**src/rtl/fifo_param.sv**
```systemverilog
// Parametrised single-clock FIFO with status FSM, occupancy counter and almost-flags.
// Define FIFO_SIMUL_RW_EN to allow a write and a read to complete on the same edge.
module fifo_param #(
    parameter int DATA_WIDTH = 32,
    parameter int ADDR_WIDTH = 3,
    parameter int AF_TH      = 6,
    parameter int AE_TH      = 2
) (
    input  logic                  clk,
    input  logic                  reset_n,
    input  logic                  wr_en,
    input  logic                  rd_en,
    input  logic [DATA_WIDTH-1:0] d_in,
    output logic [DATA_WIDTH-1:0] d_out,
    output logic                  full,
    output logic                  empty,
    output logic                  almost_full,
    output logic                  almost_empty,
    output logic                  wr_ack,
    output logic                  wr_err,
    output logic                  rd_ack,
    output logic                  rd_err,
    output logic [ADDR_WIDTH:0]   data_count,
    output logic [2:0]            state
);

    localparam int DEPTH = 1 << ADDR_WIDTH;
    localparam logic [ADDR_WIDTH:0]   DEPTH_CNT = {1'b1, {ADDR_WIDTH{1'b0}}};
    localparam logic [ADDR_WIDTH:0]   AF_CNT    = (ADDR_WIDTH+1)'(AF_TH);
    localparam logic [ADDR_WIDTH:0]   AE_CNT    = (ADDR_WIDTH+1)'(AE_TH);
    localparam logic [ADDR_WIDTH:0]   CNT_ZERO  = (ADDR_WIDTH+1)'(0);
    localparam logic [ADDR_WIDTH:0]   CNT_ONE   = (ADDR_WIDTH+1)'(1);
    localparam logic [ADDR_WIDTH-1:0] PTR_ZERO  = ADDR_WIDTH'(0);
    localparam logic [ADDR_WIDTH-1:0] PTR_ONE   = ADDR_WIDTH'(1);

    typedef enum logic [2:0] {
        ST_INIT     = 3'b000,
        ST_NO_OP    = 3'b001,
        ST_WRITE    = 3'b010,
        ST_WR_ERROR = 3'b011,
        ST_READ     = 3'b100,
        ST_RD_ERROR = 3'b101,
        ST_RW       = 3'b110
    } state_t;

    state_t                  state_q, state_d;
    logic [ADDR_WIDTH-1:0]   wr_ptr_q, wr_ptr_d;
    logic [ADDR_WIDTH-1:0]   rd_ptr_q, rd_ptr_d;
    logic [ADDR_WIDTH:0]     count_q, count_d;
    logic [DATA_WIDTH-1:0]   d_out_q, d_out_d;
    logic                    do_wr_s, do_rd_s;
    logic [DATA_WIDTH-1:0]   mem [DEPTH];

    // Next state depends only on the requests and occupancy, never on the current state.
    always_comb begin
        state_d = ST_NO_OP;
        case ({wr_en, rd_en})
            2'b00: state_d = ST_NO_OP;
            2'b10: state_d = (count_q < DEPTH_CNT) ? ST_WRITE : ST_WR_ERROR;
            2'b01: state_d = (count_q != CNT_ZERO) ? ST_READ : ST_RD_ERROR;
            2'b11: begin
`ifdef FIFO_SIMUL_RW_EN
                state_d = (count_q == CNT_ZERO) ? ST_WRITE : ST_RW;
`else
                state_d = ST_NO_OP;
`endif
            end
            default: state_d = ST_NO_OP;
        endcase
    end

    // Datapath acts on the edge that enters WRITE/READ/RW.
    always_comb begin
        do_wr_s  = (state_d == ST_WRITE) || (state_d == ST_RW);
        do_rd_s  = (state_d == ST_READ)  || (state_d == ST_RW);
        wr_ptr_d = wr_ptr_q;
        rd_ptr_d = rd_ptr_q;
        count_d  = count_q;
        d_out_d  = d_out_q;
        if (do_wr_s) begin
            wr_ptr_d = wr_ptr_q + PTR_ONE;
        end else begin
            wr_ptr_d = wr_ptr_q;
        end
        if (do_rd_s) begin
            rd_ptr_d = rd_ptr_q + PTR_ONE;
            d_out_d  = mem[rd_ptr_q];
        end else begin
            rd_ptr_d = rd_ptr_q;
            d_out_d  = d_out_q;
        end
        case ({do_wr_s, do_rd_s})
            2'b10:   count_d = count_q + CNT_ONE;
            2'b01:   count_d = count_q - CNT_ONE;
            default: count_d = count_q;
        endcase
    end

    // Control and pointer registers.
    always_ff @(posedge clk or negedge reset_n) begin
        if (!reset_n) begin
            state_q  <= ST_INIT;
            wr_ptr_q <= PTR_ZERO;
            rd_ptr_q <= PTR_ZERO;
            count_q  <= CNT_ZERO;
            d_out_q  <= {DATA_WIDTH{1'b0}};
        end else begin
            state_q  <= state_d;
            wr_ptr_q <= wr_ptr_d;
            rd_ptr_q <= rd_ptr_d;
            count_q  <= count_d;
            d_out_q  <= d_out_d;
        end
    end

    // Storage is deliberately not reset.
    always_ff @(posedge clk) begin
        if (do_wr_s) begin
            mem[wr_ptr_q] <= d_in;
        end
    end

    assign d_out        = d_out_q;
    assign data_count   = count_q;
    assign state        = state_q;
    assign full         = (count_q == DEPTH_CNT);
    assign empty        = (count_q == CNT_ZERO);
    assign almost_full  = (count_q >= AF_CNT);
    assign almost_empty = (count_q <= AE_CNT);
    assign wr_ack       = (state_q == ST_WRITE) || (state_q == ST_RW);
    assign rd_ack       = (state_q == ST_READ)  || (state_q == ST_RW);
    assign wr_err       = (state_q == ST_WR_ERROR);
    assign rd_err       = (state_q == ST_RD_ERROR);

endmodule
```
**config.mk**
```make
export PLATFORM = sky130hd
export DESIGN_NAME = fifo_param
export DESIGN_NICKNAME = d
export VERILOG_FILES = /design/src/rtl/fifo_param.sv
export SDC_FILE = /design/constraint.sdc
export NUM_CORES = 1
export LEC_CHECK = 0
export ABC_AREA = 1
export BUFFER_PORTS_ARGS = -buffer_cell sky130_fd_sc_hd__buf_2
export CORE_MARGIN = 5
export CORE_UTILIZATION = 40
export DETAILED_ROUTE_END_ITERATION = 7
export REMOVE_ABC_BUFFERS = 1
export SLEW_MARGIN = 25
export SYNTH_ARGS = -nofsm -noshare
export SYNTH_HDL_FRONTEND = slang
export SYNTH_SLANG_ARGS = --single-unit
```
**constraint.sdc**
```tcl
create_clock -name clk -period 7.55 [get_ports clk]
set_input_delay 0 -clock clk [delete_from_list [all_inputs] [get_ports clk]]
set_output_delay 0 -clock clk [all_outputs]
set_load 0.05 [all_outputs]
```
==> Yosys cells after proc, flatten, opt, wreduce, memory -nomap -nowiden <==
Memory sizes are Yosys's and may differ from the RTL's. A register that Yosys moved wholly into a read port is not among the register bits.
Index checks and enable logic that the tools add are counted.
{ "classes": {"n_addsub": 4, "n_lt_le_gt_ge": 3, "n_eq_ne": 14, "mux": 6, "reduce_logical": 10} }
{ "ops": {"columns": ["cell", "n"], "rows": [
  ["$eq 3x3->1 const B", 5],
  ["$eq 3x2->1 const B", 3],
  ["$pmux 3 s3", 1],
  ["$pmux 4 s2", 1],
  ["$add 3x1->3 const B", 2],
  ["$eq 2x2->1 const B", 3],
  ["$add 4x1->4 const B", 1],
  ["$eq 2x1->1 const B", 2],
  ["$eq 4x4->1 const B", 1],
  ["$ge 4x3->1 const B", 1],
  ["$le 4x2->1 const B", 1],
  ["$logic_not 4->1", 1],
  ["$logic_or 1x1->1", 4],
  ["$lt 4x4->1 const B", 1],
  ["$mux 1", 4],
  ["$reduce_bool 4->1", 1],
  ["$sub 4x1->4 const B", 1],
  ["$logic_not 2->1", 1],
  ["$reduce_bool 2->1", 1],
  ["$reduce_or 2->1", 1],
  ["$logic_not 1->1", 1]
]} }
{ "word_totals": {"ff_bits": 13, "mem_bits_rw": 256, "memories": 1} }
{ "mem_list": {"columns": ["name", "depth", "width", "rd", "rd_clocked_by_memory_dff", "wr", "line_no", "rtl"], "rows": [
  ["mem", 8, 32, 1, 1, 1, "52", "logic [DATA_WIDTH-1:0] mem [DEPTH];"]
]} }

==> Depth between registers and ports, before layout <==
Gate-level depths: netlist of run 1.
{ "logic_depth": {"word_depth": 7, "mapped_depth": 15} }

==> Worst setup path after synthesis of run 1 <==
OpenSTA, ideal clock, no wires.
{ "synth_timing": {"path_kind": "register to register", "from": "register count_q[3], in the netlist data_count[3]", "to": "memory mem[0][0], enable pin", "setup_time_ps": 421, "arrival_time_ps": 2619, "required_ps": 7129, "setup_slack_ps": 4510, "stages_incl_launch_ff": 5, "path_buffers": 0, "synth_period_minus_slack_ps": 3040, "path_cell_list": "dfrtp_1 -> nor2_4 -> inv_1 -> or2_2 -> nor2_1"} }
{ "synth_between": {"elab_chain_len": 7} }
{ "synth_lines": {"columns": ["element", "line_no", "rtl"], "rows": [
  ["from (decl)", "49", "logic [ADDR_WIDTH:0] count_q, count_d;"],
  ["from (signal assigned)", "111", "count_q <= count_d;"],
  ["$lt 4x4->1 / $reduce_bool 4->1 (equally long branches)", "59, 60", null],
  ["$mux 1, on equally long branches", "59, 60", null],
  ["$pmux 3 s3 (*)", "57", "case ({wr_en, rd_en})"],
  ["$eq 3x2->1 / $eq 3x3->1 (equally long branches)", "74", "do_wr_s = (state_d == ST_WRITE) || (state_d == ST_RW);"],
  ["$logic_or 1x1->1 (*)", "74", null],
  ["$mux 1 (*)", "118", "if (do_wr_s) begin"],
  ["$mux 1 (implied by the code) (*)", "119", "mem[wr_ptr_q] <= d_in;"],
  ["to (decl)", "52", null]
]} }
Mark *: on every way between the ends. The rest lies on a longest branch, timed or not.

==> out/metrics.csv, run 1 <==
metric;value;unit
Tot GR Track Use;16.00;%
Synth cell types;26;
Seq cells post-synth;301;
die area;35750;um2
dpl hpwl;14960;um
Residual DRC;0;
Pins Over Slew Limit;0;
fin util;47.30;%
Starting Density;40.55;%
VDD IR max;0.2714;mV
P_leak;6.604;nW
run status;finished, final reports clean;
CP startpoint kind;register;
post-DR vias/cell;4.745;
setup TNS;0;ps
post-CTS sizing;0;
Max Freq;324.1;MHz
sequential fraction of the synthesis area;68.71;%
GRT overflow;0;
CTS H-tree depth;1;
critical-path cell list;clkinv_2, buf_4, nand2_1, nand2_1, nand2_1, nand3_1, nand3_2, nand2_1;
Tmin final;3086;ps
initial antenna violation count;1;
Hold Path Class;in -> async;
CTS Buffer Depth;3;
TritonCTS Sinks;301;
io pins;83;
worst reg2reg path depth;8;
final RePlAce weighted congestion;0.7267;
CP most frequent cell;nand2_1;
sequential group share of total power;39.7;%
Worst Setup End Kind;register;
Avg Cell Area, Syn;10.57;um2
Combinational Power Share;32.9;%
CTS tree;yes;
vias in the first global route;8137;
clk_lat worst skew;560;ps
clk_skew;18.65;ps
Worst Path Class, Setup;reg -> reg;
ANT cells;0;
Critical Path Stages;8;
Critical Path Fanout Max;66;
switch share;38.15;%
share of layout cells above drive strength 1;13.45;%
clock share of power;27.4;%
Worst R2R End;d_out[10];
Crit path largest cell delay;910;ps
arrival time worst endpoint;3520;ps
Slew HR;36.78;%
row cnt;65;
routed vias;8295;
Crit path max-delay family;buffers and inverters;
CTS root buf;clkbuf_16;
DR iter-0 viols;478;
first-pass GRT wire length;45240;um
Synth Warn #;0;
Mapped Area;12830;um2
Core Area;31640;um2
Buf/Inv on CP;2;
die width;189.1;um
Switching Power;2.068;mW
Synth-to-Final Area Change;16.65;%
flop-to-flop setup slack;4460;ps
TritonRoute pass-1 iters;5;
die height;189.1;um
Tcrit/Tclk final;40.87;%
internal power of the cells;3.352;mW
slowest stage cell, crit path;clkinv_2;
P per Cell Area;362.3;nW/um2
DR WL/cell;16.29;um
RSZ-0062 raised after global routing;no;
Routed Antenna Nets;0;
Required @ worst endpoint;7980;ps
WHS;148.7;ps
Fin. Hold Viols;0;
largest net degree at the start of global routing;77;
Setup-failing EPs final;0;
DRT Wirelength;28480;um
Slew @ Worst Pin;948.3;ps
Worst R2R Start;rd_ptr_q[0];
IO buf count;82;
Final nets;1366;
Max-Cap Viols;0;
Clock Pin Slew Worst Setup and Hold Paths;60;ps
cells after synthesis;1214;
clock buffers created by TritonCTS;30;
==> stage by stage <==
| step | total power [mW] | setup slack, ps | area [um2] | instances |
|---|---|---|---|---|
| final | 5.421 | 4464 | 14960 | 1748 |
| after global placement | 3.951 | 4464 | 13610 | 1656 |
| after CTS | 5.486 | 4388 | 14960 | 1748 |
| after floorplan | 3.455 | 2326 | 12520 | 1158 |
| after detailed placement | 3.978 | 4435 | 13610 | 1656 |
| after global routing | 5.753 | 4123 | 14960 | 1748 |
==> state kept, by name, summed over array words and instances (netlist names) <==
| signal | cells |
|---|---|
| d_out | 32 |
| data_count | 4 |
| mem | 256 |
| rd_ptr_q | 3 |
| state | 3 |
| wr_ptr_q | 3 |
==> worst max path at each step <==
stage | to | startpoint | slack [ps]
final | d_out[10] | rd_ptr_q[0] | 4460
after global routing | d_out[3] | rd_ptr_q[0] | 4120
after CTS | d_out[10] | rd_ptr_q[0] | 4390
after detailed placement | d_out[23] | rd_ptr_q[0] | 4430
after global placement | d_out[16] | rd_ptr_q[0] | 4460
after floorplan | d_out[30] | rd_ptr_q[0] | 2330
==> synthesized netlist by cell type <==
cell type    n  share of area [%]
nand2_1    407                 12
edfxtp_1   256                 60
inv_1      212                6.2
nand3_1    175                6.8
dfrtp_1     45                8.8
buf_2       35                1.4
nand3_2     21                1.6
nor2_1      12               0.35
buf_1       10               0.29
clkbuf_1     7               0.20
ha_1         7               0.68
o21ai_0      5               0.20
xor2_1       4               0.27
a21oi_1      3               0.12
buf_12       3               0.47
nor3_1       2              0.078
buf_4        1              0.059
fa_1         1               0.16
inv_2        1              0.029
nand2_2      1              0.049
nand2_4      1              0.088
nor2_2       1              0.049
nor2_4       1              0.088
nor4_1       1              0.049
or2_2        1              0.049
xnor2_1      1              0.068
==> layout make-up <==
class	count	area (um2)
Fill cell	2853	16670
Timing Repair Buffer	132	875.8
Sequential cell	301	8818
Multi-Input combinational cell	644	2968
Inverter	213	800.8
Tap cell	402	503.0
Clock inverter	12	153.9
Clock buffer	44	843.3
==> cells in the final DEF, fill, tap and decap left out, types with 4 or more instances in the layout <==
master	n
xor2_1	4
buf_2	82
nand2_1	407
nor2_4	9
nand3_2	21
dfrtp_1	43
ha_1	7
edfxtp_1	256
inv_1	209
clkbuf_16	30
nand3_1	175
clkbuf_1	10
nor2_1	4
dlygate4sd3_1	36
o21ai_0	5
clkinv_2	5
buf_4	14
clkbuf_8	4
==> metal layers <==
metal | share of wire [%] | track usage [%]
met2 | 49 | 27.57
met5 | 0.046 | 0
met4 | 2.8 | 5.017
met3 | 4.8 | 2.194
met1 | 43 | 21.13
==> power groups by stage <==
stage	registers (mW)	clock network (mW)	logic, mW
after detailed placement	2.19	0	1.79
after floorplan	2.55	0	0.904
final	2.15	1.49	1.78
after global placement	2.19	0	1.76
after global routing	2.18	1.59	1.98
after CTS	2.16	1.52	1.81
==> worst reg2reg max path, cell delays in order, from the launching register on <==
cell      delay, ps
dfrtp_4         830
clkinv_2        920
buf_4           660
nand2_1         180
nand2_1          60
nand2_1          60
nand3_1         100
nand3_2          80
nand2_1          70
==> what timing repair did <==
item	CTS	global route
setup buffers	0	0
endpoints found under the hold margin	304	0
hold buffers	36	0
==> cells by family after synthesis <==
kind of cell    share of synthesized area [%]
xor+xnor                               0.3414
compound gates                         0.3121
buf+inv                                 8.623
fa+ha+maj                              0.8388
simple gates                            21.18
flops                                   68.71
(Power assumes the default switching activity.)
==> run 2: changes to the inputs <==
Clock period 7.55 ns to 2.9 ns, I/O delays scaled along.
==> run 2 against run 1 <==
Compared with the run above:
- the flow now finishes with violations (hold timing)
- clock-buffer cell count fell by 5
- non-clock buffer count rose by 8
- total power rose to 2.6 times the previous value
- clock power rose to 2.5 times the previous value
- first-iteration DRC count rose by 3.6%
- largest power group unchanged
- highest routed layer is now met4
==> out/metrics.csv, run 2 (synthesized netlist as in run 1, its figures left out) <==
metric;value;unit;change
Fin. Hold Viols;33;;+33
Slew HR;42.02;%;+5.2 points
P per Cell Area;938.9;nW/um2;+160%
VDD IR max;0.6482;mV;+140%
post-DR vias/cell;4.750;;about the same
Worst R2R Start;data_count[3];;
Tot GR Track Use;16.11;%;+0.10 points
Clock Pin Slew Worst Setup and Hold Paths;60;ps;about the same
clk_lat worst skew;560;ps;about the same
Routed Antenna Nets;0;;unchanged
Residual DRC;0;;unchanged
run status;complete, but fails checks;;
dpl hpwl;16270;um;+8.8%
commonest non-fill, non-tap cell in the layout;nand2_1;;
CTS tree;yes;;
largest register by flop count;mem;;
DR iter-0 viols;495;;+3.6%
WHS;-31.72;ps;-180.4 ps
Pwr Total;14.17;mW;+160%
routed vias;8355;;+0.72%
setup TNS;0;ps;unchanged
clock buffers created by TritonCTS;31;;+3.3%
Final nets;1375;;+0.66%
Final WS setup;709.4;ps;-3755 ps
crit path launch;data_count[3];;
TritonCTS Sinks;301;;unchanged
worst slack, placed;693.3;ps;-3741 ps
die area;35750;um2;unchanged
io pins;83;;unchanged
CTS Buffer Depth;3;;unchanged
Pins Over Slew Limit;0;;unchanged
Worst Setup End Kind;register;;
Starting Density;40.55;%;unchanged
TritonRoute pass-1 iters;5;;unchanged
post-CTS sizing;0;;unchanged
Core Area;31640;um2;unchanged
die height;189.1;um;unchanged
DR WL/cell;16.37;um;+0.46%
CP startpoint kind;register;;
Placed Instances;1664;;+0.48%
initial antenna violation count;0;;-1
final RePlAce weighted congestion;0.7256;;-0.15%
failing checks;hold timing;;
IO buf count;82;;unchanged
Hold Path Class;in -> async;;
Max Freq;456.5;MHz;+41%
Slew @ Worst Pin;869.7;ps;-78.63 ps
design area;15090;um2;+0.83%
RSZ-0062 raised after global routing;no;;
vias in the first global route;8535;;+4.9%
Critical Path Fanout Max;18;;-73%
die width;189.1;um;unchanged
share of layout cells above drive strength 1;13.86;%;+0.42 points
largest net degree at the start of global routing;131;;+70%
arrival time worst endpoint;2450;ps;-1070 ps
Setup-failing EPs final;0;;unchanged
GRT overflow;0;;unchanged
clk_skew;14.25;ps;-4.397 ps
CTS H-tree depth;1;;unchanged
first-pass GRT wire length;46380;um;+2.5%
Tmin final;2191;ps;-894.9 ps
Max-Cap Viols;0;;unchanged
commonest cells after routing, fill and taps aside;nand2_1 (407), edfxtp_1 (256), inv_1 (210);;
DRT Wirelength;28790;um;+1.1%
DP Area;13750;um2;+1.1%
Worst Path Class, Setup;reg -> reg;;
row cnt;65;;unchanged
Synth-to-Final Area Change;17.62;%;
Largest register FFs;256;;unchanged
Required @ worst endpoint;3160;ps;-4820 ps
fin util;47.69;%;+0.39 points
CTS root buf;clkbuf_16;;
Tcrit/Tclk final;75.54;%;+35 points
Final Non-Filler Cells;1759;;+0.63%
P_leak;6.655;nW;+0.78%
-- run 2: cell count changes in the layout (fill, tap and decap cells not counted), sizes merged --
cell / change
buf: +8
clkinvlp: +1
clkbuf: -5
clkinv: +7
bufinv: -1
diode: +1
-- run 2: cell type report --
cell class	count	area, um2
fillers	2854	16550
clock inverters	19	152.6
well taps	402	503.0
inverters	213	800.8
multi-input cells	644	2968
repair buffers	140	1026
diodes	1	2.502
clock buffers	39	815.8
flip-flops and latches	301	8818
-- run 2: worst max-delay path, cell delays in order, from the launching register on --
cell     delay, ps
dfrtp_1        470
nor2_4         210
inv_1           90
or2_2          390
nor2_4         480
buf_12         250
-- run 2: final timing paths --
check	end	slack, ps	cells past startpoint
worst max-delay path	mem[0][31]	710	5
worst min-delay path	d_out[10]	-30	2
worst max register to register	mem[0][31]	710	5
worst min register to register	d_out[25]	470	2
max in group asynchronous	d_out[11]	2320	3
min in group clk	mem[2][12]	260	2
-- run 2: per-layer routing --
layer / up-vias / routed length, um / GRT usage (%)
li1: 4131 / - / -
met1: 4005 / 12650 / 21.61
met2: 182 / 14430 / 28.19
met3: 37 / 1206 / 1.954
met4: 0 / 502 / 3.756
met5: - / 0 / 0
-- run 2: timing repair --
action | in CTS | in global routing
buffers inserted | 0 | 0
hold endpoints to repair | 292 | 0
hold buffers | 36 | 0
-- run 2: power by group --
part / internal, mW / leakage (nW) / switching (mW) / total [mW]
Clock: 2.16 / 0.468 / 1.62 / 3.78
Combinational: 1.32 / 3.32 / 3.60 / 4.92
Sequential: 5.23 / 2.87 / 0.233 / 5.46
Total: 8.71 / 6.65 / 5.45 / 14.2
